--- config.mk ---
export PLATFORM = sky130hd
export DESIGN_NAME = receptor_vga_sincronia
export DESIGN_NICKNAME = d
export VERILOG_FILES = /design/src/rtl/receptor_vga_sincronia.sv
export SDC_FILE = /design/constraint.sdc
export NUM_CORES = 1
export LEC_CHECK = 0
export ABC_CLOCK_PERIOD_IN_PS = 5200
export CORE_AREA = 2 2 92 94
export CTS_CLUSTER_DIAMETER = 150
export DETAILED_ROUTE_END_ITERATION = 10
export DIE_AREA = 0 0 94 96
export GPL_TIMING_DRIVEN = 1
export HOLD_SLACK_MARGIN = 0.05
export PLACE_DENSITY = 0.5
export SETUP_SLACK_MARGIN = 0.5
export SLEW_MARGIN = 30
export SYNTH_ARGS = -nofsm -noshare
export SYNTH_HDL_FRONTEND = slang
export SYNTH_SLANG_ARGS = --single-unit
--- constraint.sdc ---
create_clock -name clk25 -period 5.2 [get_ports clk25]
set_clock_uncertainty 0.2 [all_clocks]
set_input_delay 1.04 -clock clk25 [delete_from_list [all_inputs] [get_ports clk25]]
set_output_delay 1.04 -clock clk25 [all_outputs]
set_load 0.02 [all_outputs]
--- src/rtl/receptor_vga_sincronia.sv ---
// VGA sync receiver: rebuilds pixel coordinates from active-low H/V syncs and
// tracks timing lock by measuring line length and lines per frame.
module receptor_vga_sincronia #(
  parameter int unsigned H_TOTAL       = 800,
  parameter int unsigned H_VISIBLE     = 640,
  parameter int unsigned H_SYNC_INICIO = 656,
  parameter int unsigned V_TOTAL       = 525,
  parameter int unsigned V_VISIBLE     = 480,
  parameter int unsigned V_SYNC_INICIO = 490
) (
  input  logic       clk25,
  input  logic       botonRST,
  input  logic       H_SYNC,
  input  logic       V_SYNC,
  output logic [9:0] cuentaX,
  output logic [9:0] cuentaY,
  output logic       visible,
  output logic       enganchado,
  output logic       cuadroNuevo,
  output logic       errorSincronia
);

  localparam logic [9:0] SAT   = '1;
  localparam logic [9:0] HT    = 10'(H_TOTAL);
  localparam logic [9:0] HT_M1 = 10'(H_TOTAL - 1);
  localparam logic [9:0] HV    = 10'(H_VISIBLE);
  localparam logic [9:0] HS    = 10'(H_SYNC_INICIO);
  localparam logic [9:0] VT    = 10'(V_TOTAL);
  localparam logic [9:0] VT_M1 = 10'(V_TOTAL - 1);
  localparam logic [9:0] VV    = 10'(V_VISIBLE);
  localparam logic [9:0] VS    = 10'(V_SYNC_INICIO);

  typedef enum logic [1:0] {BUSCANDO, MIDIENDO, ENGANCHADO} estado_t;

  estado_t    r_estado, w_estado_d;
  logic       r_hq, r_vq;
  logic [9:0] r_x, r_y, r_periodo, r_lineas;
  logic       r_malo, r_primera, r_cuadro, r_error;

  logic       w_hfall, w_vfall, w_xwrap;
  logic [9:0] w_x_d, w_y_d, w_periodo_d, w_lineas_d;
  logic       w_perdida, w_linea_ok, w_cuadro_ok, w_malo_ahora;
  logic       w_malo_d, w_primera_d, w_cuadro_d, w_error_d;

  assign w_hfall = ~H_SYNC & r_hq;
  assign w_vfall = ~V_SYNC & r_vq;
  assign w_xwrap = ~w_hfall & (r_x == HT_M1);

  always_comb begin
    w_x_d = r_x + 10'd1;
    if (w_hfall)      w_x_d = HS;
    else if (w_xwrap) w_x_d = '0;

    w_y_d = r_y;
    if (w_vfall)      w_y_d = VS;
    else if (w_xwrap) w_y_d = (r_y == VT_M1) ? '0 : r_y + 10'd1;

    w_periodo_d = (r_periodo == SAT) ? SAT : r_periodo + 10'd1;
    if (w_hfall) w_periodo_d = 10'd1;

    // An H fall on the same edge as a V fall is the first line of the new frame.
    w_lineas_d = r_lineas;
    if (w_vfall)                         w_lineas_d = {9'd0, w_hfall};
    else if (w_hfall && r_lineas != SAT) w_lineas_d = r_lineas + 10'd1;
  end

  assign w_perdida    = (w_periodo_d == SAT) | (w_lineas_d == SAT);
  assign w_linea_ok   = (r_periodo == HT);
  assign w_cuadro_ok  = (r_lineas == VT);
  assign w_malo_ahora = r_malo | (w_hfall & ~r_primera & ~w_linea_ok);

  always_comb begin
    w_estado_d  = r_estado;
    w_malo_d    = r_malo;
    w_primera_d = r_primera;
    w_cuadro_d  = 1'b0;
    w_error_d   = 1'b0;
    case (r_estado)
      BUSCANDO: begin
        if (w_vfall) begin
          w_estado_d  = MIDIENDO;
          w_malo_d    = 1'b0;
          w_primera_d = 1'b1;
        end
      end
      MIDIENDO: begin
        if (w_perdida) begin
          w_estado_d = BUSCANDO;
        end else if (w_vfall) begin
          if (w_cuadro_ok && !w_malo_ahora) begin
            w_estado_d = ENGANCHADO;
            w_cuadro_d = 1'b1;
          end else begin
            w_malo_d    = 1'b0;
            w_primera_d = 1'b1;
          end
        end else if (w_hfall) begin
          w_primera_d = 1'b0;
          w_malo_d    = w_malo_ahora;
        end
      end
      ENGANCHADO: begin
        if ((w_hfall && !w_linea_ok) || (w_vfall && !w_cuadro_ok) || w_perdida) begin
          w_estado_d = BUSCANDO;
          w_error_d  = 1'b1;
        end else if (w_vfall) begin
          w_cuadro_d = 1'b1;
        end
      end
      default: w_estado_d = BUSCANDO;
    endcase
  end

  always_ff @(posedge clk25) begin
    if (botonRST) begin
      r_estado  <= BUSCANDO;
      r_hq      <= 1'b1;
      r_vq      <= 1'b1;
      r_x       <= '0;
      r_y       <= '0;
      r_periodo <= '0;
      r_lineas  <= '0;
      r_malo    <= 1'b0;
      r_primera <= 1'b0;
      r_cuadro  <= 1'b0;
      r_error   <= 1'b0;
    end else begin
      r_estado  <= w_estado_d;
      r_hq      <= H_SYNC;
      r_vq      <= V_SYNC;
      r_x       <= w_x_d;
      r_y       <= w_y_d;
      r_periodo <= w_periodo_d;
      r_lineas  <= w_lineas_d;
      r_malo    <= w_malo_d;
      r_primera <= w_primera_d;
      r_cuadro  <= w_cuadro_d;
      r_error   <= w_error_d;
    end
  end

  assign cuentaX        = r_x;
  assign cuentaY        = r_y;
  assign enganchado     = (r_estado == ENGANCHADO);
  assign visible        = enganchado && (r_x < HV) && (r_y < VV);
  assign cuadroNuevo    = r_cuadro;
  assign errorSincronia = r_error;

endmodule

After elaboration in Yosys (flattened, before gate mapping)
Cells that the tools add are included.
{"block": "totals", "latchBits": 0, "elab_cells": 102, "register_bits": 48, "romBits": 0, "memories": 0, "in_bits": 4, "mem_bits_rw": 0}
{"block": "op_classes", "bitwise_logic": 13, "n_lt_le_gt_ge": 2, "reduce_logical": 19, "muxes": 34, "add_sub_neg": 4, "div": 0, "n_shift": 0, "mul": 0, "eq_ne": 17}
{"operator": "$eq 10x10->1 const B", "count": 7}
{"operator": "$mux 10", "count": 7}
{"operator": "$add 10x1->10 const B", "count": 4}
{"operator": "$mux 9", "count": 2}
{"operator": "$mux 1", "count": 16}
{"operator": "$ne 3x3->1 const B", "count": 4}
{"operator": "$lt 10x10->1 const B", "count": 1}
{"operator": "$lt 10x9->1 const B", "count": 1}
{"operator": "$mux 2", "count": 5}
{"operator": "$ne 10x10->1 const B", "count": 1}
{"operator": "$logic_and 1x1->1", "count": 6}
{"operator": "$not 1->1", "count": 6}
{"operator": "$pmux 1 s2", "count": 3}
{"operator": "$pmux 2 s3", "count": 1}
{"operator": "$and 1x1->1", "count": 5}
{"operator": "$reduce_and 5->1", "count": 1}
{"operator": "$ne 2x2->1 const B", "count": 2}
{"operator": "$reduce_and 4->1", "count": 1}
{"operator": "$reduce_bool 2->1", "count": 2}
{"operator": "$reduce_or 2->1", "count": 2}
{"operator": "$logic_not 1->1", "count": 3}
{"operator": "$reduce_or 3->1", "count": 1}
{"operator": "$eq 2x1->1 const B", "count": 1}
{"operator": "$eq 2x2->1 const B", "count": 1}
{"operator": "other kinds (4)", "count": 6}

Longest topological paths before layout
{"block": "depth", "ltp_word": 11, "ltp_mapped": 9, "depth_no_buf": 9}

Worst setup path before layout
OpenSTA, ideal clock, no wires.
{"block": "synth_path", "path_kind": "input-to-reg", "start": "in H_SYNC", "end": "reg r_primera", "t_arrival_ns": 2.798, "stages": 7, "slack_ns": 2.085, "setup_time_ns": 0.117, "n_path_buf": 0, "cell_sequence": "nand4b_1 a311oi_2 o21ai_0 a211oi_2 nor4_2 or4_1 a32o_1"}
{"block": "synth_between", "elab_chain_cells": 9}
{"element": "start: declaration", "line_no": "13", "source": "input logic H_SYNC,"}
{"element": "$not 1->1 *", "line_no": "45", "source": "assign w_hfall = ~H_SYNC & r_hq;"}
{"element": "$and 1x1->1 *", "line_no": "45"}
{"element": "$logic_and 1x1->1 or $and 1x1->1 (tied branches)", "line_no": "64, 70"}
{"element": "$mux 10 or $and 1x1->1 (tied branches)", "line_no": "64, 70"}
{"element": "$mux 10 or $or 1x1->1 (tied branches)", "line_no": "63, 70"}
{"element": "$eq 10x10->1 or $logic_not 1->1 (tied branches)", "line_no": "67, 90"}
{"element": "$or 1x1->1 or $logic_and 1x1->1 (tied branches)", "line_no": "67, 90"}
{"element": "$ne 2x2->1 (no source line) or $ne 3x3->1 (tied branches)"}
{"element": "$reduce_and 5->1 (no source line) *"}
{"element": "end signal: assignment", "line_no": "136", "source": "r_primera <= w_primera_d;"}
{"element": "end: declaration", "line_no": "38", "source": "logic r_malo, r_primera, r_cuadro, r_error;"}
Every way passes the cells marked *; elsewhere a longest branch is shown, timed or not.
A chain may end at the register's enable or synchronous reset.

Worst setup path in the final report
Same ends and word-level chain as after synthesis.

==> results.yml <==
route:
  num_vias: 2567
  dr.pass1.iters: 5
  drt_iter0_markers: 134
  remaining_drc_errors: 0
  ant_nets: 0
  wire_per_inst_um: 15.0
  drt_wl_total_um: 6970
  routed_via_density: 5.52
setup_path:
  cp_max_fo: 9
  r2r_slack_ns: 2.12
  critPathLaunchType: "input port"
  critical_path_class: "in -> reg"
  r2r_end: "r_primera$_SDFFE_PP0P_"
  worstRegToRegCells: 8
  required_ns: 5.20
  end_kind: "flop"
  worstReg2RegStart: "r_lineas[0]$_SDFF_PP0_"
  cp.arrival_ns: 3.62
die:
  num_rows: 33
  die_y_um: 96
  die-area_mm2: 0.00902
  initial_core_util_pct: 34.2
  core_area_mm2: 0.00805
  io_pins: 28
  die_x_um: 94
synthesis:
  ys_seq_area_share_pct: 34.9
  yosysUniqueCellTypes: 60
  synth_edf_count: 0
  synth.avg_cell_area_um2: 8.20
  ys.flop_type: "dfxtp_1"
  syn_nets: 350
  yosys.area.top_type: "dfxtp_1"
  yosys_warnings: 0
  synthesis.area_mm2: 0.00276
  synthArstFlopShare_pct: 0
  synth-seq-cells: 48
  yosys-top-cells-area: "dfxtp_1 (35%), ha_1 (4.5%), a21oi_1 (4.2%), nor2_1 (4.1%), nand3_1 (3.3%)"
  postSynthCellCount: 336
  yosysTopAreaCellShare_pct: 34.9
clock_network:
  cts_setup_buffers: 0
  cts.path.max_buffers: 2
  h-tree-depth: 2
  clock_latency_ns: 0.30
  cts_sinks: 48
  ctsResizeCount: 0
  hold_buffers: 0
  root_buffer: "clkbuf_8"
  cts_tree: "done"
  numCtsBuffers: 5
  clkTransAtPathRegs_ns: 0.09
timing:
  finalWorstSetupSlack_ns: 1.57
  drv_slew: 0
  fmax_mhz: 276
  grt_setup_unrepaired: "false"
  hold_violations: 0
  worst_pin_slew_ns: 0.659
  layout_min_cycle_time_ns: 3.63
  setup_viol: 0
  fin_setup_tns_ns: 0
  holdWs_ns: 0.281
  fin_crit_sh_pct: 69.7
  slew_headroom_pct: 55.7
layout:
  nNetsFinal: 374
  syn2layout_area_growth_pct: 16.2
  drive_above_1_share_pct: 6.11
  n_antenna_cell: 0
placed_design:
  portBuffers: 27
  place_congestion: 0.868
  dp_hpwl_um: 5000
  place_ws_ns: 1.27
global_route:
  grt_max_degree: 19
  gr-usage-all-layers_pct: 16.3
  antenna_found_initial: 0
  grt_pass1_vias: 2408
  grt_pass1_wl_um: 11700
  grt_overflow: 0
power:
  vdd_drop_max_mv: 0.0979
  p_per_area_mw_per_mm2: 220
  p_leak_nw: 1.07
hold_path:
  hold_start: "cuentaX[0]$_SDFF_PP0_"
  worstHoldPathType: "reg -> reg"
  hold_depth: 1
  min_to: "cuentaX[0]$_SDFF_PP0_"
flow_run:
  drv_cap: 0
run_status:
  status: "finished, final reports clean"
## where the power goes
group          leakage (nW)  switching [mW]  internal [mW]  total, mW
combinational         0.634          0.0554         0.0410     0.0964
clock                0.0410           0.120         0.0917      0.211
sequential            0.391          0.0159          0.380      0.396
## synth_stat cells (3+ instances only)
master and n:
dfxtp_1 48, nor2_1 30, nand2_1 24, a21oi_1 23
nand3_1 18, inv_1 16, a31oi_1 12, nand4_1 11
o21ai_0 11, ha_1 10, nor3_1 9, or3_1 8
xor2_1 8, clkbuf_1 7, nand2b_1 7, nor2b_1 7
and3_1 6, xnor2_1 6, and2_1 5, and4b_1 5
buf_2 5, o21ai_1 5, nor4_1 4, and4_1 3
o31ai_1 3, o41ai_1 3, or4_1 3
## routing by layer
layer	routed length, µm	global-route usage (%)
met1	3410	22.3
met2	3220	26.4
met3	212	2.74
met4	124	4.83
met5	0	0
## worst max path at each step
stage | endpoint | startpoint | cells past startpoint | slack [ns]
final | r_primera$_SDFFE_PP0P_ | H_SYNC | 8 | 1.57
after CTS | r_primera$_SDFFE_PP0P_ | H_SYNC | 8 | 1.55
after detailed placement | r_primera$_SDFFE_PP0P_ | H_SYNC | 8 | 1.27
after global routing | r_primera$_SDFFE_PP0P_ | H_SYNC | 8 | 1.34
after floorplan | r_primera$_SDFFE_PP0P_ | H_SYNC | 7 | 2.08
after global placement | r_primera$_SDFFE_PP0P_ | H_SYNC | 8 | 1.30
## kinds of logic (layout without fill, tap and decap cells)
family	after synthesis	after routing	synth area share (%)
AOI/OAI and AO/OA	79	79	19.3
muxes	2	2	0.772
and+or+nand+nor	154	154	31.6
adders and majority gates	10	10	4.54
DFF	48	48	34.9
buffers and inverters	29	53	4.45
xor gates and xnor gates	14	14	4.45
## critical path, stage by stage
cell             delay [ns]
clkdlybuf4s50_1        0.47
nor2b_1                0.55
a21oi_1                0.18
nor2_1                 0.16
nand3_1                0.12
nor4_2                 0.65
o32ai_1                0.21
a32o_1                 0.24
## placed cells by master (no fill, tap or decap), types with 5 or more instances in the layout
cell / instances
nor3_1: 9
nand2_1: 24
and4b_1: 5
nor2_1: 30
inv_1: 16
clkbuf_8: 5
o21ai_0: 11
nor2b_1: 7
nand4_1: 11
nand2b_1: 7
nand3_1: 18
dfxtp_1: 48
and2_1: 5
xnor2_1: 6
and3_1: 6
o21ai_1: 5
or3_1: 8
ha_1: 10
a31oi_1: 12
xor2_1: 8
a21oi_1: 23
clkdlybuf4s50_1: 27
## layout make-up
cell class | count | area (µm²)
fillers | 820 | 4850
multi-input cells | 259 | 1680
flip-flops and latches | 48 | 961
repair buffers | 30 | 293
well taps | 105 | 131
clock buffers | 6 | 72.6
inverters | 16 | 60.1
clock inverters | 1 | 5.00
## sequential cells by signal, indices dropped and copies added, names as in the netlist
register	count
cuadroNuevo	1
cuentaY	10
r_primera	1
r_lineas	10
r_vq	1
r_estado	2
r_periodo	10
cuentaX	10
r_hq	1
errorSincronia	1
r_malo	1
## metrics by stage
step	cell area (µm²)	total power [mW]	cells	util, %
2_1_floorplan	2760	0.465	336	-
3_3_place_gp	3120	0.502	458	38.7
3_5_place_dp	3120	0.501	458	38.7
4_1_cts	3200	0.715	465	39.7
5_1_grt	3200	0.740	465	39.8
6_report	3200	0.704	465	39.8
(Power assumes the default switching activity.)
